<file path="src/rtl/ofm_maxpool2x2_if.sv">
// Bundle between the 2x2 max-pool block, the OFM FIFO read port and the downstream stage.
// master is the pooling block's view; slave is the surrounding FIFO/consumer view.
interface ofm_maxpool2x2_if #(
  parameter int DATA_WIDTH = 16
);
  logic                         start;
  logic                         fifo_empty;
  logic                         fifo_rd_en;
  logic signed [DATA_WIDTH-1:0] fifo_data;
  logic signed [DATA_WIDTH-1:0] out_data;
  logic                         out_valid;
  logic                         out_ready;
  logic                         busy;
  logic                         done;

  modport master (
    input  start, fifo_empty, fifo_data, out_ready,
    output fifo_rd_en, out_data, out_valid, busy, done
  );

  modport slave (
    output start, fifo_empty, fifo_data, out_ready,
    input  fifo_rd_en, out_data, out_valid, busy, done
  );
endinterface

</file>
<file path="src/rtl/ofm_maxpool2x2.sv">
// 2x2/stride-2 signed max pooling over a row-major OFM stream read from a FIFO with
// 1-cycle read latency; a half-row line buffer carries even-row pair maxima.
module ofm_maxpool2x2 #(
  parameter int DATA_WIDTH = 16,
  parameter int IMG_W      = 416,
  parameter int IMG_H      = 416
) (
  input  logic             clk,
  input  logic             rst_n,
  ofm_maxpool2x2_if.master bus
);
  localparam int NPIX = IMG_W * IMG_H;
  localparam int CW   = $clog2(IMG_W);
  localparam int RW   = $clog2(IMG_H);
  localparam int RCW  = $clog2(NPIX + 1);
  localparam int LBN  = IMG_W / 2;
  localparam int LBW  = (LBN > 1) ? $clog2(LBN) : 1;
  localparam logic [CW-1:0]  COL_LAST = CW'(IMG_W - 1);
  localparam logic [RW-1:0]  ROW_LAST = RW'(IMG_H - 1);
  localparam logic [RCW-1:0] RD_TOTAL = RCW'(NPIX);

  typedef enum logic [1:0] {IDLE, RUN, FLUSH} state_e;

  state_e                       state_q, state_d;
  logic [RCW-1:0]               rd_cnt_q;
  logic [CW-1:0]                icol_q, col_q;
  logic [RW-1:0]                irow_q, row_q;
  logic                         rvld_q, rprod_q;
  logic [1:0]                   q_cnt_q;
  logic signed [DATA_WIDTH-1:0] q0_q, q1_q, prev_q;
  logic signed [DATA_WIDTH-1:0] linebuf_q [LBN];

  logic                         rd_en, this_prod, pop, push, credit_ok, start_ok, done;
  logic [2:0]                   need;
  logic [LBW-1:0]               lb_idx;
  logic signed [DATA_WIDTH-1:0] pair_max, pool_max;

  function automatic logic signed [DATA_WIDTH-1:0] smax(
    input logic signed [DATA_WIDTH-1:0] a,
    input logic signed [DATA_WIDTH-1:0] b
  );
    return (a > b) ? a : b;
  endfunction

  // Issue side: a read "produces" when it lands on an odd row and odd column.
  assign start_ok  = (state_q == IDLE) && bus.start;
  assign pop       = (q_cnt_q != 2'd0) && bus.out_ready;
  assign this_prod = icol_q[0] & irow_q[0];
  assign need      = 3'(q_cnt_q) + 3'(rvld_q & rprod_q) + 3'(this_prod);
  assign credit_ok = need <= (3'd2 + 3'(pop));
  assign rd_en     = (state_q == RUN) && !bus.fifo_empty && (rd_cnt_q < RD_TOTAL) && credit_ok;

  assign lb_idx    = LBW'(col_q >> 1);
  assign pair_max  = smax(prev_q, bus.fifo_data);
  assign pool_max  = smax(linebuf_q[lb_idx], pair_max);
  assign push      = rvld_q && col_q[0] && row_q[0];

  always_comb begin
    state_d = state_q;
    done    = 1'b0;
    case (state_q)
      IDLE:  if (bus.start) state_d = RUN;
      RUN:   if (rd_cnt_q == RD_TOTAL) state_d = FLUSH;
      FLUSH: if (!rvld_q && (q_cnt_q == 2'd0)) begin
               state_d = IDLE;
               done    = 1'b1;
             end
      default: state_d = IDLE;
    endcase
  end

  always_ff @(posedge clk or negedge rst_n) begin
    if (!rst_n) begin
      state_q  <= IDLE;
      rd_cnt_q <= '0;
      icol_q   <= '0;
      irow_q   <= '0;
      col_q    <= '0;
      row_q    <= '0;
      rvld_q   <= 1'b0;
      rprod_q  <= 1'b0;
    end else begin
      state_q <= state_d;
      rvld_q  <= rd_en;
      rprod_q <= rd_en & this_prod;
      if (start_ok) begin
        rd_cnt_q <= '0;
        icol_q   <= '0;
        irow_q   <= '0;
        col_q    <= '0;
        row_q    <= '0;
      end else begin
        if (rd_en) begin
          rd_cnt_q <= rd_cnt_q + RCW'(1);
          if (icol_q == COL_LAST) begin
            icol_q <= '0;
            irow_q <= (irow_q == ROW_LAST) ? '0 : irow_q + RW'(1);
          end else begin
            icol_q <= icol_q + CW'(1);
          end
        end
        if (rvld_q) begin
          if (col_q == COL_LAST) begin
            col_q <= '0;
            row_q <= (row_q == ROW_LAST) ? '0 : row_q + RW'(1);
          end else begin
            col_q <= col_q + CW'(1);
          end
        end
      end
    end
  end

  // Two-entry output queue; q0 is the head presented downstream.
  always_ff @(posedge clk or negedge rst_n) begin
    if (!rst_n) begin
      q_cnt_q <= 2'd0;
      q0_q    <= '0;
      q1_q    <= '0;
    end else begin
      case ({push, pop})
        2'b10: begin
          if (q_cnt_q == 2'd0) q0_q <= pool_max;
          else                 q1_q <= pool_max;
          q_cnt_q <= q_cnt_q + 2'd1;
        end
        2'b01: begin
          q0_q    <= q1_q;
          q_cnt_q <= q_cnt_q - 2'd1;
        end
        2'b11: begin
          if (q_cnt_q == 2'd1) begin
            q0_q <= pool_max;
          end else begin
            q0_q <= q1_q;
            q1_q <= pool_max;
          end
        end
        default: ;
      endcase
    end
  end

  // Pairing datapath; the line buffer is always written on an even row before it is read.
  always_ff @(posedge clk) begin
    if (rvld_q) begin
      if (!col_q[0])      prev_q            <= bus.fifo_data;
      else if (!row_q[0]) linebuf_q[lb_idx] <= pair_max;
    end
  end

  assign bus.fifo_rd_en = rd_en;
  assign bus.out_data   = q0_q;
  assign bus.out_valid  = (q_cnt_q != 2'd0);
  assign bus.busy       = (state_q != IDLE);
  assign bus.done       = done;
endmodule

</file>
<file path="src/flat_wrapper.sv">
// flat-port wrapper written by rule: the top's interface ports become plain ports
module ofm_maxpool2x2_flat 
#(
  parameter int DATA_WIDTH = 16,
  parameter int IMG_W      = 416,
  parameter int IMG_H      = 416
)
  (clk, rst_n, bus_start, bus_fifo_empty, bus_fifo_data, bus_out_ready, bus_fifo_rd_en, bus_out_data, bus_out_valid, bus_busy, bus_done);
  ofm_maxpool2x2_if #(.DATA_WIDTH(DATA_WIDTH)) bus_i ();
  input  logic clk;
  input  logic rst_n;
  input wire logic [$bits(bus_i.start)-1:0] bus_start;
  input wire logic [$bits(bus_i.fifo_empty)-1:0] bus_fifo_empty;
  input wire logic [$bits(bus_i.fifo_data)-1:0] bus_fifo_data;
  input wire logic [$bits(bus_i.out_ready)-1:0] bus_out_ready;
  output wire logic [$bits(bus_i.fifo_rd_en)-1:0] bus_fifo_rd_en;
  output wire logic [$bits(bus_i.out_data)-1:0] bus_out_data;
  output wire logic [$bits(bus_i.out_valid)-1:0] bus_out_valid;
  output wire logic [$bits(bus_i.busy)-1:0] bus_busy;
  output wire logic [$bits(bus_i.done)-1:0] bus_done;
  assign bus_i.start = bus_start;
  assign bus_i.fifo_empty = bus_fifo_empty;
  assign bus_i.fifo_data = bus_fifo_data;
  assign bus_i.out_ready = bus_out_ready;
  assign bus_fifo_rd_en = bus_i.fifo_rd_en;
  assign bus_out_data = bus_i.out_data;
  assign bus_out_valid = bus_i.out_valid;
  assign bus_busy = bus_i.busy;
  assign bus_done = bus_i.done;
  ofm_maxpool2x2 #(.DATA_WIDTH(DATA_WIDTH), .IMG_W(IMG_W), .IMG_H(IMG_H)) u_core (.clk(clk), .rst_n(rst_n), .bus(bus_i));
endmodule
</file>
<file path="config.mk">
export PLATFORM = sky130hd
export DESIGN_NAME = ofm_maxpool2x2_flat
export DESIGN_NICKNAME = d
export VERILOG_FILES = /design/src/rtl/ofm_maxpool2x2_if.sv /design/src/rtl/ofm_maxpool2x2.sv /design/src/flat_wrapper.sv
export SDC_FILE = /design/constraint.sdc
export NUM_CORES = 2
export LEC_CHECK = 0
export CORE_ASPECT_RATIO = 0.9
export CORE_MARGIN = 2
export CORE_UTILIZATION = 37
export DETAILED_ROUTE_END_ITERATION = 7
export GPL_ROUTABILITY_DRIVEN = 0
export MAX_ROUTING_LAYER = met4
export SLEW_MARGIN = 20
export SYNTH_ARGS = -nofsm -noshare
export SYNTH_HDL_FRONTEND = slang
export SYNTH_SLANG_ARGS = --single-unit
</file>
<file path="constraint.sdc">
create_clock -name clk -period 8.2 [get_ports clk]
set_input_delay 1.23 -clock clk [delete_from_list [all_inputs] [get_ports clk]]
set_output_delay 1.23 -clock clk [all_outputs]
set_load 0.02 [all_outputs]
</file>
# ---- Yosys cells after proc, flatten, opt, wreduce, memory -nomap -nowiden
# Memories as Yosys holds them, arrays and structs flattened.
# Index checks and enable logic that the tools add are counted.
dict set report totals {
  output_inout_bits 20
  register_bits 108
  wordCells 110
  ramBits 3328
  mem_count 1
  in_bits 21
}
# memory depth width read_ports rd_ports_with_merged_regs wr line_no
set memory_table {}
lappend memory_table {u_core.linebuf_q 208 16 1 0 1 ofm_maxpool2x2.sv:31} ;# logic signed [DATA_WIDTH-1:0] linebuf_q [LBN];
dict set report op_classes {
  add_sub_neg 10
  bitwise_logic 4
  n_eq_ne 17
  n_lt_le_gt_ge 4
  mux 35
  reduce_logical 27
}
# cell n
set ops {}
lappend ops {{$mux W9} 14}
lappend ops {{$mux W16} 6}
lappend ops {{$pmux W16 S3} 1}
lappend ops {{$add A9 B1 Y9 const B} 4}
lappend ops {{$eq A9 B9 Y1 const B} 4}
lappend ops {{$mux W18} 2}
lappend ops {{$gt A16 B16 Y1} 2}
lappend ops {{$pmux W16 S2} 1}
lappend ops {{$add A18 B1 Y18 const B} 1}
lappend ops {{$eq A18 B18 Y1 const B} 1}
lappend ops {{$lt A18 B18 Y1 const B} 1}
lappend ops {{$reduce_bool A2 Y1} 8}
lappend ops {{$logic_and A1 B1 Y1} 8}
lappend ops {{$ne A2 B2 Y1 const B} 4}
lappend ops {{$reduce_and A2 Y1} 4}
lappend ops {{$eq A2 B1 Y1 const B} 3}
lappend ops {{$eq A2 B2 Y1 const B} 3}
lappend ops {{$mux W1} 6}
lappend ops {{$mux W2} 3}
lappend ops {{$pmux W2 S3} 1}
lappend ops {{$reduce_and A3 Y1} 2}
lappend ops {{$logic_not A2 Y1} 2}
lappend ops {{$ne A2 B1 Y1 const B} 2}
lappend ops {{$pmux W2 S2} 1}
lappend ops {{10 further kinds} 13}

# ---- Longest topological paths before layout
dict set report depth {
  depth_word 7
  depth_mapped 24
}

# ---- Worst setup path before layout
# No wires, ideal clock.
dict set report synth_path {
  kind {input -> register}
  from {input bus_fifo_data[15]}
  to {register u_core.q0_q[15] (netlist: u_core.bus.out_data[15])}
  slack_ns 0.405
  arrival_ns 7.669
  path_buffers 3
  stages 19
  t_required_ns 8.074
  path_cell_list {inv_1 > ha_1 > nand4_1 > nor3_1 > a21boi_0 > o32a_1 > clkbuf_1 > nand3_1 > nand2_1 > inv_1 > ha_1 > nand4_1 > a2111o_1 > a31oi_1 > clkbuf_1 > nand2b_1 > clkbuf_1 > nor2_1 > o32a_1}
}
dict set report synth_between {
  elab_chain_len 6
  elab_cells_between_ends 7
}
# item line_no
set synth_rtl {}
lappend synth_rtl {{from (decl)} flat_wrapper.sv:14} ;# input wire logic [$bits(bus_i.fifo_data)-1:0] bus_fifo_data;
lappend synth_rtl {{$gt A16 B16 Y1 (*)} ofm_maxpool2x2.sv:42} ;# return (a > b) ? a : b;
lappend synth_rtl {{$mux W16 (*)} ofm_maxpool2x2.sv:42}
lappend synth_rtl {{net u_core.pair_max[9]} ofm_maxpool2x2.sv:36} ;# logic signed [DATA_WIDTH-1:0] pair_max, pool_max;
lappend synth_rtl {{$gt A16 B16 Y1 (*)} ofm_maxpool2x2.sv:42}
lappend synth_rtl {{$mux W16 (*)} ofm_maxpool2x2.sv:42}
lappend synth_rtl {{$mux W16, on equally long branches} {ofm_maxpool2x2.sv:132, ofm_maxpool2x2.sv:123}}
lappend synth_rtl {{$pmux W16 S3 (*)} ofm_maxpool2x2.sv:121} ;# case ({push, pop})
lappend synth_rtl {{to (signal assigned)} ofm_maxpool2x2.sv:123} ;# if (q_cnt_q == 2'd0) q0_q <= pool_max;
lappend synth_rtl {{to (signal assigned)} ofm_maxpool2x2.sv:133} ;# q0_q <= pool_max;
lappend synth_rtl {{to (signal assigned)} ofm_maxpool2x2.sv:135} ;# q0_q <= q1_q;
lappend synth_rtl {{to (decl)} ofm_maxpool2x2.sv:30} ;# logic signed [DATA_WIDTH-1:0] q0_q, q1_q, prev_q;
# The timed path passes the listed nets; every way through them passes the cells marked *. The select of a mux whose other input is x is not followed.
# A chain may end at the register's enable or synchronous reset.

# ---- Worst setup path after layout
dict set report layout_path {
  from {register u_core.col_q[1]}
  to {register u_core.q1_q[2]}
}
dict set report layout_between {
  elab_chain_len 5
  elab_cells_between_ends 6
}
# item line_no
set layout_rtl {}
lappend layout_rtl {{from (decl)} ofm_maxpool2x2.sv:26} ;# logic [CW-1:0] icol_q, col_q;
lappend layout_rtl {{from (signal assigned)} ofm_maxpool2x2.sv:107} ;# col_q <= col_q + CW'(1);
lappend layout_rtl {{$mem_v2 Z208 W16 (*)} -}
lappend layout_rtl {{$gt A16 B16 Y1} ofm_maxpool2x2.sv:42}
lappend layout_rtl {{$mux W16 (*)} ofm_maxpool2x2.sv:42}
lappend layout_rtl {{$mux W16, on equally long branches} {ofm_maxpool2x2.sv:132, ofm_maxpool2x2.sv:123}}
lappend layout_rtl {{$pmux W16 S2 (*)} ofm_maxpool2x2.sv:121}
lappend layout_rtl {{to (signal assigned)} ofm_maxpool2x2.sv:124} ;# else q1_q <= pool_max;
lappend layout_rtl {{to (signal assigned)} ofm_maxpool2x2.sv:136} ;# q1_q <= pool_max;
lappend layout_rtl {{to (decl)} ofm_maxpool2x2.sv:30}
# Mark *: on every way between the ends. The rest lies on a longest branch, timed or not. The select of a mux whose other input is x is not followed.

==> summary.txt <==
Yosys
  • Synthesis Warnings: 0
  • Top cells by area, synth: edfxtp_1 75%, mux4_2 11%, mux2i_1 3.1%
  • EDFF count, synth: 3344
  • Most frequent cells after synthesis: 3344 x edfxtp_1, 661 x mux4_2, 410 x mux2i_1
  • Syn avg cell area: 20.25 µm²
  • Asr flop ratio synth: 2.678%
  • Top-count cell post-synth: edfxtp_1
  • Post-synth top area share: 74.80%
  • Sequential fraction of the synthesis area: 76.51%
  • Synth area leader: edfxtp_1
  • Post-synth cell types: 83
  • FF+latch count, synth: 3436
  • Synth Cell Area: 134200 µm²
  • Synth Instances: 6630
  • Post-Syn Nets: 6697
  • Top_reg_cell synth: edfxtp_1

Worst setup path
  • CP peak stage delay: 1110 ps
  • CP Launch Type: flip-flop
  • Reg-to-Reg Start: u_core.col_q[1]$_DFFE_PN0P_
  • Crit-path cells: buf_4, buf_4, mux4_2, mux2i_1, o22ai_1, nor4_1, buf_4, or4b_1, and2_1, ha_1, nand4_1, a2111o_1, a31oi_1, buf_4, and2_1, nor3b_1, a221o_1
  • Most used cell, CP: buf_4
  • CP max FO: 34
  • CP top delay family: simple AND/OR/NAND/NOR gates
  • Critical Path AT: 8310 ps
  • WP buf/inv: 4
  • CP Capture Type: flip-flop
  • Slowest CP cell: dfrtp_4
  • Reg2Reg Depth: 17
  • Critical Path RT: 9020 ps
  • Crit path kind: flip-flop to flip-flop
  • RR Endpoint: u_core.q1_q[2]$_DFFE_PN0P_
  • Reg2Reg Setup Slack: 700 ps

Placement
  • Port Buffers: 40
  • DP HPWL: 217300 µm

Global routing
  • Grt peak-use layer: met1
  • GR Overflow Total: 0
  • Largest net degree at the start of global routing: 161
  • Initial antenna violation count: 12
  • Vias in the first global route: 67130
  • Routing usage on met1: 29.13%
  • Met2 Use GR: 28.92%
  • GR Util met3: 3.886%
  • Tot GR Track Use: 19.95%
  • Global-route wire length before repair: 513200 µm

Drt
  • Initial drt markers: 9929
  • Final WL: 364500 µm
  • DRC: 0
  • WL/cell: 30.24 µm
  • Post-DR vias/cell: 5.765
  • Final ANT Viol Nets: 0
  • DR vias: 69500
  • DR pass1 iterations: 5

Power and ir drop
  • Sequential share of power: 42.2%
  • Switching share of power: 31.67%
  • Total internal power: 35730 µW
  • Comb power frac: 28.1%
  • Pwr dens: 341.5 nW/µm²
  • Max VDD drop: 0.0004446 V
  • Leak: 0.04913 µW
  • Net Sw Power: 16560 µW
  • Clock power share: 29.6%

Timing
  • Slew margin rel.: 9.609%
  • Fin crit share: 91.40%
  • Final Hold Fails: 0
  • Final setup vio count: 0
  • Worst Max-Slew Pin Slew: 1345 ps
  • RSZ-0062 raised after global routing: false
  • Setup Skew: 66.70 ps
  • Hold_ws: 265.1 ps
  • Final Max Slew Viols: 0
  • Fin crit period: 7495 ps
  • Setup TNS: 0 ps
  • Fmax: 133.4 MHz

Clocking
  • Sink Count: 3436
  • Clock Pin Slew Worst Setup and Hold Paths: 60 ps
  • CTS Root Cell: clkbuf_16
  • CTS Hold Buffers Added: 0
  • CTS H-tree depth: 5
  • Post-CTS Resized: 0
  • Clock Latency Late Sink: 920 ps
  • Number of CTS-inserted buffers: 346
  • CTS tree: yes
  • Max clock buf depth: 4
  • Setup Buffers After CTS: 0

Die
  • Core ar.: 360600 µm²
  • Die area: 367700 µm²
  • Die Wd: 638.9 µm
  • FP Rows: 209
  • DIE HEIGHT: 575.4 µm
  • I/O Pins: 41
  • Initial core utilization: 37.23%

Finish
  • Post-layout util: 42.46%
  • Area grow syn2layout: 14.06%
  • Layout cells sized above 1: 22.27%
  • Layout net count: 7091

Hold path
  • Worst Hold Class: input pin to asynchronous set/reset pin

Status
  • Status: completed

Job
  • Max-Cap Viols: 0
flip-flops by register name, summed over array words and instances (netlist names):
| register | count |
|---|---|
| u_core.q_cnt_q | 2 |
| u_core.rd_cnt_q | 18 |
| u_core.row_q | 9 |
| u_core.col_q | 9 |
| u_core.q1_q | 16 |
| u_core.rvld_q | 1 |
| u_core.prev_q | 16 |
| u_core.linebuf_q | 3328 |
| u_core.icol_q | 9 |
| u_core.state_q | 2 |
| u_core.bus.out_data | 16 |
| u_core.irow_q | 9 |
| u_core.rprod_q | 1 |
worst max path at each step:
stage               slack (ps)                                  end  cells after the start                        start
finish                     700           u_core.q1_q[2]$_DFFE_PN0P_                     17  u_core.col_q[1]$_DFFE_PN0P_
global placement           970           u_core.q1_q[5]$_DFFE_PN0P_                     17  u_core.col_q[1]$_DFFE_PN0P_
floorplan                  410  u_core.bus.out_data[15]$_DFFE_PN0P_                     19            bus_fifo_data[15]
CTS                        820           u_core.q1_q[2]$_DFFE_PN0P_                     16  u_core.col_q[1]$_DFFE_PN0P_
detailed placement         900           u_core.q1_q[2]$_DFFE_PN0P_                     16  u_core.col_q[1]$_DFFE_PN0P_
global route               460           u_core.q1_q[2]$_DFFE_PN0P_                     17  u_core.col_q[1]$_DFFE_PN0P_
power groups by stage:
stage               logic, µW  registers, µW  clock network (µW)
finish                  14700          22100               15500
global route            15500          22100               16400
CTS                     14700          22100               15700
detailed placement      14700          22400                   0
global placement        14500          22400                   0
floorplan                9220          22600                   0
cell type report:
type                    instances  area (µm²)
diodes                         16       40.04
clock buffers                 427        9099
clock inverters               190        1829
fillers                     30800      207500
inverters                      51       289.0
multi-input cells            2763       29570
flip-flops and latches       3436      102700
well taps                    4747        5939
repair buffers                426        3628
cell families after synthesis:
group | after synthesis | synth area share (%)
AO/OA/AOI/OAI | 671 | 3.658
multiplexers | 1100 | 14.39
XOR/XNOR | 33 | 0.2153
AND/OR/NAND/NOR | 913 | 3.192
adder cells (fa/ha/maj) | 46 | 0.4343
flip-flops | 3436 | 76.51
buffers and inverters | 431 | 1.597
metrics by stage:
step	worst slack [ps]	instances	area, µm²	total power [µW]
after floorplan	405.0	6630	134200	31830
after global placement	971.8	11420	142100	36900
after detailed placement	897.1	11420	142100	37140
after CTS	817.0	12040	153000	52520
after global routing	463.6	12050	153100	53970
final	705.0	12060	153100	52300
layer usage:
layer	share of wire (%)	routed length, µm	up-vias
li1	-	-	28310
met1	43	155900	37190
met2	45	163900	3523
met3	9.9	36070	484
met4	2.4	8690	0
met5	0	0	-
layout by cell type, fill, tap and decap left out, types with 36 or more instances in the layout:
cell,count
mux2i_1,410
nand3_1,101
edfxtp_1,3344
a22o_1,50
clkinv_2,60
inv_1,36
ha_1,45
nor2_1,302
clkdlybuf4s50_1,39
o21ai_0,61
a22oi_1,136
a21oi_1,106
buf_4,361
clkinv_1,70
dfrtp_1,87
clkbuf_1,73
a31oi_1,36
nand2_1,261
a221oi_1,62
clkbuf_16,351
mux4_2,661
Power figures use the tool's default switching activity.
